[src/rtl/seven_seg_mux_driver.sv]
// ============================================================================
// Module : seven_seg_mux_driver
// Brief  : Time-multiplexed hex seven-segment driver with per-digit dead time,
//          tear-free double-buffered updates and optional leading-zero blanking.
// Rev    : 1.0  initial release
// ============================================================================
`default_nettype none

module seven_seg_mux_driver #(
  parameter int NUM_DIGITS   = 4,
  parameter int REFRESH_DIV  = 50000,
  parameter int BLANK_CYCLES = 16,
  parameter int LZ_BLANK     = 0
) (
  input  logic                    clk,
  input  logic                    rst_n,
  input  logic [4*NUM_DIGITS-1:0] data_in,
  input  logic [NUM_DIGITS-1:0]   dp_in,
  input  logic [NUM_DIGITS-1:0]   blank_in,
  input  logic                    load,
  input  logic                    enable,
  output logic [7:0]              seg_out,
  output logic [NUM_DIGITS-1:0]   an_out,
  output logic                    frame_done
);

  localparam int c_cnt_w = (REFRESH_DIV > 1) ? $clog2(REFRESH_DIV) : 1;
  localparam int c_idx_w = (NUM_DIGITS > 1) ? $clog2(NUM_DIGITS) : 1;
  localparam logic [c_cnt_w-1:0] c_cnt_last = c_cnt_w'(REFRESH_DIV - 1);
  localparam logic [c_idx_w-1:0] c_idx_last = c_idx_w'(NUM_DIGITS - 1);

  // Scan position
  logic [c_cnt_w-1:0] cnt_q, cnt_d;
  logic [c_idx_w-1:0] idx_q, idx_d;

  // Pending (shadow) and display copies of the captured inputs
  logic [4*NUM_DIGITS-1:0] pend_data_q, pend_data_d;
  logic [NUM_DIGITS-1:0]   pend_dp_q, pend_dp_d;
  logic [NUM_DIGITS-1:0]   pend_blank_q, pend_blank_d;
  logic                    pend_flag_q, pend_flag_d;
  logic [4*NUM_DIGITS-1:0] disp_data_q, disp_data_d;
  logic [NUM_DIGITS-1:0]   disp_dp_q, disp_dp_d;
  logic [NUM_DIGITS-1:0]   disp_blank_q, disp_blank_d;

  // Registered outputs
  logic [7:0]            seg_q, seg_d;
  logic [NUM_DIGITS-1:0] an_q, an_d;
  logic                  frame_done_q, frame_done_d;

  logic       w_slot_end;
  logic       w_wrap;
  logic       w_dead;
  logic [3:0] w_sel_nib;
  logic       w_sel_dp;
  logic       w_sel_blank;
  logic       w_sel_lz;
  logic       w_zero_run;

  function automatic logic [7:0] seg_decode(input logic [3:0] nib);
    logic [7:0] pat;
    pat = 8'hFF;
    case (nib)
      4'h0: pat = 8'h03;
      4'h1: pat = 8'h9F;
      4'h2: pat = 8'h25;
      4'h3: pat = 8'h0D;
      4'h4: pat = 8'h99;
      4'h5: pat = 8'h49;
      4'h6: pat = 8'h41;
      4'h7: pat = 8'h1F;
      4'h8: pat = 8'h01;
      4'h9: pat = 8'h19;
      4'hA: pat = 8'h11;
      4'hB: pat = 8'hC1;
      4'hC: pat = 8'h63;
      4'hD: pat = 8'h85;
      4'hE: pat = 8'h61;
      4'hF: pat = 8'h71;
    endcase
    return pat;
  endfunction

  assign w_slot_end = (cnt_q == c_cnt_last);
  assign w_wrap     = enable && w_slot_end && (idx_q == c_idx_last);

  generate
    if (BLANK_CYCLES == 0) begin : g_no_dead
      assign w_dead = 1'b0;
    end else begin : g_dead
      assign w_dead = (cnt_q < c_cnt_w'(BLANK_CYCLES));
    end
  endgenerate

  always_comb begin
    cnt_d = cnt_q;
    idx_d = idx_q;
    if (enable) begin
      if (w_slot_end) begin
        cnt_d = '0;
        idx_d = (idx_q == c_idx_last) ? '0 : idx_q + c_idx_w'(1);
      end else begin
        cnt_d = cnt_q + c_cnt_w'(1);
      end
    end
  end

  // A load landing on the wrap bypasses the shadow so it is shown at once.
  always_comb begin
    pend_data_d  = pend_data_q;
    pend_dp_d    = pend_dp_q;
    pend_blank_d = pend_blank_q;
    pend_flag_d  = pend_flag_q;
    disp_data_d  = disp_data_q;
    disp_dp_d    = disp_dp_q;
    disp_blank_d = disp_blank_q;
    if (w_wrap) begin
      pend_flag_d = 1'b0;
      if (load) begin
        disp_data_d  = data_in;
        disp_dp_d    = dp_in;
        disp_blank_d = blank_in;
      end else if (pend_flag_q) begin
        disp_data_d  = pend_data_q;
        disp_dp_d    = pend_dp_q;
        disp_blank_d = pend_blank_q;
      end
    end else if (load) begin
      pend_data_d  = data_in;
      pend_dp_d    = dp_in;
      pend_blank_d = blank_in;
      pend_flag_d  = 1'b1;
    end
  end

  // Walk from the most significant digit down, tracking the all-zero run.
  always_comb begin
    w_sel_nib   = 4'h0;
    w_sel_dp    = 1'b0;
    w_sel_blank = 1'b0;
    w_sel_lz    = 1'b0;
    w_zero_run  = 1'b1;
    for (int k = NUM_DIGITS - 1; k >= 0; k--) begin
      w_zero_run = w_zero_run && (disp_data_q[4*k +: 4] == 4'h0);
      if (idx_q == c_idx_w'(k)) begin
        w_sel_nib   = disp_data_q[4*k +: 4];
        w_sel_dp    = disp_dp_q[k];
        w_sel_blank = disp_blank_q[k];
        w_sel_lz    = w_zero_run && (k != 0) && (LZ_BLANK != 0);
      end
    end
  end

  always_comb begin
    an_d         = '1;
    seg_d        = 8'hFF;
    frame_done_d = w_wrap;
    if (enable && !w_dead) begin
      an_d = ~(NUM_DIGITS'(1) << idx_q);
      if (!w_sel_blank && !w_sel_lz) begin
        seg_d    = seg_decode(w_sel_nib);
        seg_d[0] = ~w_sel_dp;
      end
    end
  end

  always_ff @(posedge clk or negedge rst_n) begin
    if (!rst_n) begin
      cnt_q        <= '0;
      idx_q        <= '0;
      pend_data_q  <= '0;
      pend_dp_q    <= '0;
      pend_blank_q <= '0;
      pend_flag_q  <= 1'b0;
      disp_data_q  <= '0;
      disp_dp_q    <= '0;
      disp_blank_q <= '0;
      seg_q        <= 8'hFF;
      an_q         <= '1;
      frame_done_q <= 1'b0;
    end else begin
      cnt_q        <= cnt_d;
      idx_q        <= idx_d;
      pend_data_q  <= pend_data_d;
      pend_dp_q    <= pend_dp_d;
      pend_blank_q <= pend_blank_d;
      pend_flag_q  <= pend_flag_d;
      disp_data_q  <= disp_data_d;
      disp_dp_q    <= disp_dp_d;
      disp_blank_q <= disp_blank_d;
      seg_q        <= seg_d;
      an_q         <= an_d;
      frame_done_q <= frame_done_d;
    end
  end

  assign seg_out    = seg_q;
  assign an_out     = an_q;
  assign frame_done = frame_done_q;

endmodule

`default_nettype wire

[config.mk]
export PLATFORM = sky130hd
export DESIGN_NAME = seven_seg_mux_driver
export DESIGN_NICKNAME = d
export VERILOG_FILES = /design/src/rtl/seven_seg_mux_driver.sv
export SDC_FILE = /design/constraint.sdc
export NUM_CORES = 1
export LEC_CHECK = 0
export ABC_AREA = 0
export ABC_CLOCK_PERIOD_IN_PS = 2600
export CELL_PAD_IN_SITES_DETAIL_PLACEMENT = 2
export CELL_PAD_IN_SITES_GLOBAL_PLACEMENT = 2
export CORE_AREA = 2 2 108 110
export CTS_CLUSTER_SIZE = 24
export DETAILED_ROUTE_END_ITERATION = 8
export DIE_AREA = 0 0 110 112
export HOLD_SLACK_MARGIN = 0.05
export PLACE_DENSITY_LB_ADDON = 0.1
export SLEW_MARGIN = 10
export SYNTH_ARGS = -nofsm -noshare
export SYNTH_HDL_FRONTEND = slang
export SYNTH_SLANG_ARGS = --single-unit
[constraint.sdc]
create_clock -name clk -period 2.6 [get_ports clk]
set_input_delay 0.78 -clock clk [delete_from_list [all_inputs] [get_ports clk]]
set_output_delay 0.78 -clock clk [all_outputs]
set_load 0.03 [all_outputs]
==> results.tsv <==
stage	metric	value	unit
worst_setup_path	crit path DAT	2.68	ns
placement	gpl congestion	0.726	
clock_tree	root buffer cell	clkbuf_16	
job	total of max-cap violations	0	
timing	period utilization	0.924	
min_path	HP Class	in2async	
pwr	Final Total Pwr	3.37	mW
grt	vias in the first global route	3320	
logic_synthesis	Post-Syn Area	4020	sq um
timing	Final WS setup	0.198	ns
timing	count of final max-slew check failures	0	
floorplanning	Cell Rows	39	
clock_tree	clock-pin slew on the worst setup and hold paths	0.06	ns
clock_tree	Worst-Skew Late Latency	0.34	ns
pwr	leakage dissipation	2.26	nW
floorplanning	IO Pins	41	
timing	final hold vios	0	
route	M1 wire length	4.75	mm
timing	f_max	0.416	GHz
route	post-route ant nets	0	
clock_tree	TritonCTS clock tree	done	
worst_setup_path	Critical R2R Capture	seg_out[4]	
worst_setup_path	WP data required	2.88	ns
floorplanning	Initial Utilization	0.360	
logic_synthesis	synth warn	0	
cells_and_area	Final Net Count	465	
timing	Final Critical Period	2.40	ns
placement	dpl ws	-0.0212	ns
floorplanning	Die X	110	microns
route	met3 routed WL	223	microns
worst_setup_path	critical path class	reg2reg	
timing	actual slew at the worst max-slew pin	0.557	ns
grt	first-pass GRT wire length	17.6	mm
logic_synthesis	Syn Nets	414	
worst_setup_path	CP endpoint kind	register	
cells_and_area	ant diodes	0	
route	routed len/inst	17.9	microns
cells_and_area	Area Overhead vs Synth	24.2	%
pwr	worst vdd ir	279	uV
floorplanning	core area	11200	sq um
outcome	status	finished clean	
route	max layer used	met4	
grt	Global Route Usage Sum	0.186	
cells_and_area	fillers	1162	
timing	Max transition margin	0.629	
worst_setup_path	cells on worst reg2reg path	10	
logic_synthesis	Synth area leaders	dfrtp_1 (42%), dfstp_2 (7.8%), mux2_4 (7.5%)	
worst_setup_path	flop2flop setup slack	0.20	ns
grt	largest net degree at the start of global routing	49	
floorplanning	die area	12300	sq um
worst_setup_path	RR Startpoint	idx_q[0]	
logic_synthesis	share of the synthesized area in the top cell type	0.423	
logic_synthesis	Distinct cells, synth	46	
clock_tree	clk buf depth	2	
timing	Clock Skew	0.00738	ns
placement	I/O Buffers	40	
clock_tree	CTS buffer count	9	
cells_and_area	layout cell share with drive strength beyond 1	0.186	
clock_tree	H-Tree Depth	3	
grt	initial antenna violation count	0	
logic_synthesis	area leader, netlist	dfrtp_1	
grt	total global routing overflow	0	
logic_synthesis	Yosys reg bits	80	
worst_setup_path	Worst setup SP type	register	
clock_tree	Post-CTS Setup Repair Bufs	0	
floorplanning	die height	112	microns
cells_and_area	highest-count cells in the layout ignoring fill and taps	dfrtp_1 (68), clkdlybuf4s50_1 (39), nand3_1 (35)	
worst_setup_path	Worst Path Max Fanout	5	
route	vias	2992	
placement	Post-DP HPWL	7.26	mm
route	via/cell ratio	5.21	
logic_synthesis	Syn Inst Count	375	
pwr	pwr dens	676	nW/um^2
route	DRT iter0 DRCs	91	
timing	RSZ-0062 raised after global routing	no	
route	remaining routing DRC violations	0	
route	drt total wl	10.3	mm
route	met2 routed WL	5.17	mm
route	drt pass-1 iters	4	
logic_synthesis	mean post-synth cell area	10.7	sq um
logic_synthesis	proportion of synthesized chip area in sequential cells	0.502	
timing	Setup-failing EPs final	0	
cells_and_area	most common cell after layout, fill and taps aside	dfrtp_1	
clock_tree	Sink Count	80	
[how the worst max path moves through the flow]
| stage | startpoint | end |
|---|---|---|
| detailed placement | enable | pend_data_q[4] |
| floorplan | idx_q[0] | seg_out[1] |
| global placement | enable | pend_data_q[8] |
| finish | idx_q[0] | seg_out[4] |
| global route | idx_q[0] | seg_out[4] |
| CTS | idx_q[0] | seg_out[4] |
[critical path, stage by stage (launching register included)]
cell and delay, ns:
dfrtp_1 0.42, inv_1 0.10, ha_1 0.22, nor2b_1 0.31, a221oi_2 0.13, nor2_1 0.33, inv_1 0.13, ha_1 0.33
nand2_1 0.06, a32o_1 0.25, nand2_1 0.06
[cell usage after synthesis, drive strengths merged]
library cell	number
inv	34
o221ai	5
and3	2
a21oi	5
or4	1
nor4	3
a21boi	1
nand4	2
or2	2
and2	1
o21ai	30
clkbuf	16
and4	2
o211ai	2
a311o	1
o22ai	3
a22o	1
a32o	1
nand3b	3
nand2	29
nor3	3
buf	7
a221oi	2
ha	11
xor2	4
nand3	35
nand2b	3
nor3b	2
dfstp	12
and2b	1
dfrtp	68
nor2b	6
mux2	24
mux2i	3
a31oi	1
o31ai	1
a211oi	2
xnor2	7
a2bb2oi	24
nor2	13
a311oi	1
or2b	1
[repair_timing]
action,CTS,global route
hold buffers,0,0
resized for setup,0,2
endpoints found under the hold margin,0,0
endpoints found under the setup margin,0,7
[layer usage]
metal,up-vias,track usage
li1,1417,-
met1,1531,0.246
met2,31,0.306
met3,13,0.0281
met4,0,0.0633
met5,-,0
[power by group]
| group | switching, mW | leakage, nW | internal (mW) | total (mW) |
|---|---|---|---|---|
| clock network | 0.495 | 0.149 | 0.824 | 1.32 |
| registers | 0.104 | 0.990 | 1.39 | 1.49 |
| logic | 0.289 | 1.12 | 0.271 | 0.560 |
[area by class of cell]
cell class,count,area (sq um),area share
Inverter,34,128,0.0256
Clock inverter,2,37.5,0.00752
Clock buffer,14,274,0.0549
Sequential cell,80,2020,0.404
Tap cell,143,179,0.0358
Timing Repair Buffer,63,621,0.124
Multi-Input combinational cell,238,1740,0.348
[cells by family after synthesis]
| logic type | share of synthesized area |
|---|---|
| XOR/XNOR | 0.0240 |
| flip-flops | 0.502 |
| buffers and inverters | 0.0688 |
| multiplexers | 0.0934 |
| adder cells (fa/ha/maj) | 0.0342 |
| AND/OR/NAND/NOR | 0.140 |
| AO/OA/AOI/OAI | 0.138 |
[stage by stage]
| step | hold WS [ns] | instances | setup TNS (ns) | utilization | area, sq um |
|---|---|---|---|---|---|
| final | 0.425 | 574 | 0 | 0.447 | 4990 |
| after global routing | 0.458 | 574 | 0 | 0.447 | 4990 |
| after CTS | 0.447 | 574 | 0 | 0.446 | 4980 |
| after detailed placement | 0.496 | 558 | -0.264 | 0.418 | 4670 |
| after global placement | 0.484 | 558 | 0 | 0.418 | 4670 |
| after floorplan | 0.460 | 375 | 0 | - | 4020 |
[sequential cells by signal, indices dropped and copies added, names as in the netlist, 4 cells and up]
signal,cells
pend_data_q,16
disp_dp_q,4
pend_blank_q,4
disp_data_q,16
pend_dp_q,4
seg_out,8
cnt_q,16
disp_blank_q,4
an_out,4
Note: power is estimated with default switching activity, not from simulation.
